[src/rtl/pressure_sample_ctrl.sv]
// pressure_sample_ctrl
//   Periodic pressure-sensor sampler. Waits `period` cycles, then raises
//   sample_req until the sensor answers with sample_valid or TIMEOUT cycles
//   pass. It registers the reading into pressure_q and then updates a
//   hysteretic over-pressure alarm.
//
//   Optional feature: define PRESSURE_AVG_EN so that pressure_q and the
//   alarm compare use the average of the latest 4 accepted samples.
//
// Ports
//   clk          clock, rising edge
//   reset        asynchronous, active-high reset
//   enable       run/stop for periodic sampling
//   period       cycles between requests (0 treated as 1)
//   thresh_hi    alarm set level
//   thresh_lo    alarm clear level
//   sample_valid sensor data-valid strobe
//   sample_data  sensor reading
//   sample_req   request to sensor (high while waiting)
//   pressure_q   last accepted reading / average
//   new_sample   one-cycle pulse when pressure_q/alarm updated
//   alarm        hysteretic over-pressure flag
//   timeout_err  sticky sensor-timeout flag
module pressure_sample_ctrl #(
  parameter int unsigned DATA_W  = 12,
  parameter int unsigned TIMEOUT = 16
) (
  input  logic              clk,
  input  logic              reset,
  input  logic              enable,
  input  logic [15:0]       period,
  input  logic [DATA_W-1:0] thresh_hi,
  input  logic [DATA_W-1:0] thresh_lo,
  input  logic              sample_valid,
  input  logic [DATA_W-1:0] sample_data,
  output logic              sample_req,
  output logic [DATA_W-1:0] pressure_q,
  output logic              new_sample,
  output logic              alarm,
  output logic              timeout_err
);

  typedef enum logic [1:0] {IDLE, COUNT, REQ, EVAL} state_t;

  localparam logic [15:0] TLAST = 16'(TIMEOUT - 1);

  state_t            state;
  logic [15:0]       cnt;
  logic [15:0]       tcnt;
  logic [15:0]       period_eff;
  logic [DATA_W-1:0] value_next;
  logic              capture;

  assign period_eff = (period == 16'd0) ? 16'd1 : period;
  assign capture    = (state == REQ) && enable && sample_valid;

`ifdef PRESSURE_AVG_EN
  // Only the three older samples are stored; the fourth is the incoming one.
  logic [DATA_W-1:0] hist0, hist1, hist2;
  logic [DATA_W+1:0] sum;

  always_comb begin
    sum        = (DATA_W+2)'(sample_data) + (DATA_W+2)'(hist0)
               + (DATA_W+2)'(hist1) + (DATA_W+2)'(hist2);
    value_next = sum[DATA_W+1:2];
  end

  always_ff @(posedge clk or posedge reset) begin
    if (reset) begin
      hist0 <= '0;
      hist1 <= '0;
      hist2 <= '0;
    end else if (capture) begin
      hist0 <= sample_data;
      hist1 <= hist0;
      hist2 <= hist1;
    end
  end
`else
  assign value_next = sample_data;
`endif

  always_ff @(posedge clk or posedge reset) begin
    if (reset) begin
      state       <= IDLE;
      cnt         <= '0;
      tcnt        <= '0;
      sample_req  <= 1'b0;
      pressure_q  <= '0;
      new_sample  <= 1'b0;
      alarm       <= 1'b0;
      timeout_err <= 1'b0;
    end else begin
      new_sample <= 1'b0;
      case (state)
        IDLE: begin
          if (enable) begin
            state       <= COUNT;
            cnt         <= period_eff;
            timeout_err <= 1'b0;
          end
        end
        COUNT: begin
          if (!enable) begin
            state <= IDLE;
          end else if (cnt <= 16'd1) begin
            state      <= REQ;
            cnt        <= '0;
            tcnt       <= '0;
            sample_req <= 1'b1;
          end else begin
            cnt <= cnt - 16'd1;
          end
        end
        REQ: begin
          if (!enable) begin
            state      <= IDLE;
            sample_req <= 1'b0;
          end else if (sample_valid) begin
            // A valid strobe on the expiry cycle is still accepted.
            pressure_q <= value_next;
            sample_req <= 1'b0;
            state      <= EVAL;
          end else if (tcnt == TLAST) begin
            timeout_err <= 1'b1;
            sample_req  <= 1'b0;
            state       <= COUNT;
            cnt         <= period_eff;
          end else begin
            tcnt <= tcnt + 16'd1;
          end
        end
        EVAL: begin
          // Set check first so an inverted threshold pair still raises alarm.
          if (pressure_q > thresh_hi)      alarm <= 1'b1;
          else if (pressure_q < thresh_lo) alarm <= 1'b0;
          new_sample <= 1'b1;
          if (enable) begin
            state <= COUNT;
            cnt   <= period_eff;
          end else begin
            state <= IDLE;
          end
        end
        default: state <= IDLE;
      endcase
    end
  end

endmodule

[config.mk]
export PLATFORM = sky130hd
export DESIGN_NAME = pressure_sample_ctrl
export DESIGN_NICKNAME = d
export VERILOG_FILES = /design/src/rtl/pressure_sample_ctrl.sv
export SDC_FILE = /design/constraint.sdc
export NUM_CORES = 1
export LEC_CHECK = 0
export ABC_AREA = 1
export CORE_ASPECT_RATIO = 0.6
export CORE_MARGIN = 2
export CORE_UTILIZATION = 25
export CTS_CLUSTER_DIAMETER = 50
export DETAILED_ROUTE_END_ITERATION = 16
export SLEW_MARGIN = 20
export SYNTH_ARGS = -nofsm -noshare
export SYNTH_HDL_FRONTEND = slang
export SYNTH_SLANG_ARGS = --single-unit
export TNS_END_PERCENT = 1
[constraint.sdc]
create_clock -name clk -period 2.11 [get_ports clk]
set_clock_uncertainty 0.15 [all_clocks]
set_input_delay 0.422 -clock clk [delete_from_list [all_inputs] [get_ports clk]]
set_output_delay 0.422 -clock clk [all_outputs]
set_load 0.01 [all_outputs]
==> out/qor.csv <==
stage,metric,value,unit
synth,gate count of the mapped netlist,571,
cells_and_area,Final nets,741,
power_and_ir_drop,Pwr per Cell Area,1100,nW/um^2
power_and_ir_drop,Comb pwr share,0.519,
timing,Fin. Hold Viols,0,
clock_network,Clock Tree Buf Depth,2,
power_and_ir_drop,Sequential Power Share,0.288,
clock_network,clock sink total,50,
global_routing,largest net degree at the start of global routing,51,
timing,Slew @ Worst Pin,437,ps
clock_network,Root Driver,clkbuf_16,
clock_network,total CTS buffers,5,
synth,YS warnings,0,
synth,"flops & latches, synth",50,
placement,placed cell count,850,
clock_network,setup fix buffers added after clock tree synthesis,0,
flow_run,max cap viols,0,
floorplanning,die height,100,um
setup_path,Critical Path AT,1930,ps
synth,Synth area leaders,"dfrtp_1 32%, nand2_1 18%, ha_1 10%",
setup_path,FF-to-FF Start,cnt[0]$_DFFE_PP0P_,
cells_and_area,# diodes,0,
global_routing,global-route wire length before repair,16.8,mm
timing,Fmax,529,MHz
power_and_ir_drop,Worst VDD drop,0.000408,V
timing,RSZ-0062 raised after global routing,no,
min_path,Worst Hold Class,in2async,
placement,GPL Wtd Cong,0.815,
setup_path,crit path launch,cnt[0]$_DFFE_PP0P_,
timing,setup violators final,0,
floorplanning,I/O pin cnt,72,
setup_path,Worst Setup Path Type,reg2reg,
power_and_ir_drop,Internal Power,3.27,mW
power_and_ir_drop,switching share of power,0.421,
detailed_routing,via count,3616,
global_routing,gr usage total,0.129,
clock_network,clock slew at the register clock pins of the worst setup and hold paths,70,ps
power_and_ir_drop,Pleak,2.44,nW
synth,leading area contributor after synthesis,dfrtp_1,
clock_network,TritonCTS clock tree,built,
setup_path,required time worst endpoint,2150,ps
detailed_routing,Total Wirelength,9.90,mm
floorplanning,Initial Utilization,0.255,
placement,port bufs,71,
synth,Post-Syn Area,3880,um^2
synth,compound-cell area share of the yosys netlist,0.0981,
floorplanning,die width,165,um
floorplanning,die footprint,16600,um^2
power_and_ir_drop,Switch Pwr,2.38,mW
synth,"Seq/Total Area, Yosys",0.323,
detailed_routing,drt wl/cell,11.5,um
cells_and_area,layout cell share with drive strength beyond 1,0.0977,
setup_path,CP Capture Type,flip-flop,
global_routing,vias in the first global route,3319,
timing,Max-slew headroom,0.708,
placement,worst setup slack after placement,-24.1,ps
setup_path,"Slowest-stage cell, CP",dfrtp_1,
placement,Final HPWL DP,7.76,mm
power_and_ir_drop,Clock power frac,0.193,
global_routing,initial antenna violation count,0,
status,status,"complete, no violations",
synth,main combinational cell family by area after synthesis,simple AND/OR/NAND/NOR gates,
clock_network,H-tree depth,2,
timing,final period utilization,0.896,
cells_and_area,Area Overhead vs Synth,32.3,%
timing,Max Slew Vio Count,0,
global_routing,Congestion Overflow GR,0,
setup_path,CP most frequent cell,nand2_1,
floorplanning,Core Region,15200,um^2
detailed_routing,1st-pass router iterations,5,
setup_path,nature of the critical path startpoint,flip-flop,
synth,Mapped Nets,658,
setup_path,Slowest Stage Delay on Critical Path,410,ps
power_and_ir_drop,total power,5.65,mW
synth,post-synthesis mux area share,0,
clock_network,cts repair resizes,0,
clock_network,Worst-Skew Late Latency,300,ps
detailed_routing,DRT iter0 DRCs,194,
floorplanning,placement row count,35,
synth,Yosys cell types,33,
setup_path,crit-path cells,inv_1 > ha_1 > inv_1 > nand2_1 > nand2_1 > nor2_1 > nand2_2 > nand2_4 > nand3_4 > buf_12 > nand2_1 > o21ai_2,
synth,Synth Area per Inst,6.79,um^2
detailed_routing,DRC,0,
synth,top cell type's share of synthesized area,0.323,
clock_network,CTS Hold Buffers Added,0,
setup_path,CP Max Fanout,16,
synth,Post-Synth Adder-Cell Area,0.100,
timing,Worst Slack Setup Final,220,ps
synth,Simple-Gate Fraction of Synth Area,0.379,
cells_and_area,fin cells,858,
detailed_routing,DR vias/cell,4.21,
detailed_routing,post-route ant nets,0,
timing,minimum clock period,1890,ps
synth,Post-Synth XOR/XNOR Area,0.00903,
## critical path, delay by kind of cell (launching register included)
kind | cells | cell delay [ps]
AO/OA/AOI/OAI | 1 | 50
adder cells (fa/ha/maj) | 1 | 200
buffers and inverters | 3 | 300
flip-flops | 1 | 410
AND/OR/NAND/NOR | 7 | 680
## final cells by class
type,instances,area (um^2)
multi-input cells,442,2270
fillers,1661,10100
clock inverters,2,60.1
inverters,68,258
repair buffers,87,893
flip-flops and latches,50,1250
clock buffers,6,139
well taps,203,254
## routing by layer
layer | global-route usage | up-vias | part of all wire
met5 | 0 | - | 0
met4 | 0.0261 | 0 | 0.0068
met3 | 0.0337 | 5 | 0.057
met2 | 0.169 | 60 | 0.37
met1 | 0.206 | 1580 | 0.57
li1 | - | 1971 | -
## kinds of logic after synthesis
family / after synthesis
buffers and inverters: 79
xor gates and xnor gates: 4
and+or+nand+nor: 343
DFF: 50
adders and majority gates: 31
AOI/OAI and AO/OA: 64
## layout by cell type (no fill, tap or decap), drive strengths merged
cell type      netlist  final
nor3                 4      4
nand3b               1      1
dfrtp               50     50
xor2                 2      2
nor2                90     90
buf                  9     16
clkbuf               2      6
bufinv               0      2
or2                  6      6
inv                 67     67
o21ai               38     38
nand3               44     44
a21oi               20     20
and2                 2      2
nand2              189    189
xnor2                2      2
clkinv               1      1
o21bai               5      5
nand4                7      7
ha                  31     31
clkdlybuf4s50        0     71
a22oi                1      1
## worst paths after layout
check / to / slack [ps] / cells past startpoint
min: tcnt[2]$_DFFE_PP0P_ / 330 / 3
min in group clk: alarm$_DFFE_PP0P_ / 330 / 2
max reg2reg: tcnt[1]$_DFFE_PP0P_ / 220 / 12
min reg2reg: alarm$_DFFE_PP0P_ / 330 / 2
max in group asynchronous: cnt[10]$_DFFE_PP0P_ / 1220 / 3
max: tcnt[1]$_DFFE_PP0P_ / 220 / 12
## sequential cells by signal (all words and copies together) (netlist names)
signal and flops:
alarm 1, cnt 16, new_sample 1, pressure_q 12, sample_req 1, state 2
tcnt 16, timeout_err 1
## power groups by stage
stage               Combinational [mW]  Clock [mW]  Sequential (mW)
floorplan                         1.92           0             1.61
global placement                  2.90           0             1.65
detailed placement                2.94           0             1.64
CTS                               2.95        1.12             1.63
global route                      3.33        1.16             1.69
finish                            2.93        1.09             1.63
## Yosys cell counts (all sizes together)
cell type and instances:
o21bai 5, nor2 90, nand3b 1, nor3 4
a21oi 20, clkbuf 2, xor2 2, or2 6
inv 67, nand4 7, clkinv 1, o21ai 38
nand2 189, and2 2, xnor2 2, dfrtp 50
ha 31, buf 9, nand3 44, a22oi 1
## metrics by stage
stage / instance area [um^2] / hold slack [ps] / TNS (ps) / utilization
after floorplan: 3880 / 321 / 0 / -
after global placement: 4930 / 315 / 0 / 0.324
after detailed placement: 4930 / 315 / -60.6 / 0.324
after CTS: 5130 / 333 / 0 / 0.337
after global routing: 5130 / 373 / 0 / 0.337
final: 5130 / 330 / 0 / 0.337
Note: power is estimated with default switching activity, not from simulation.
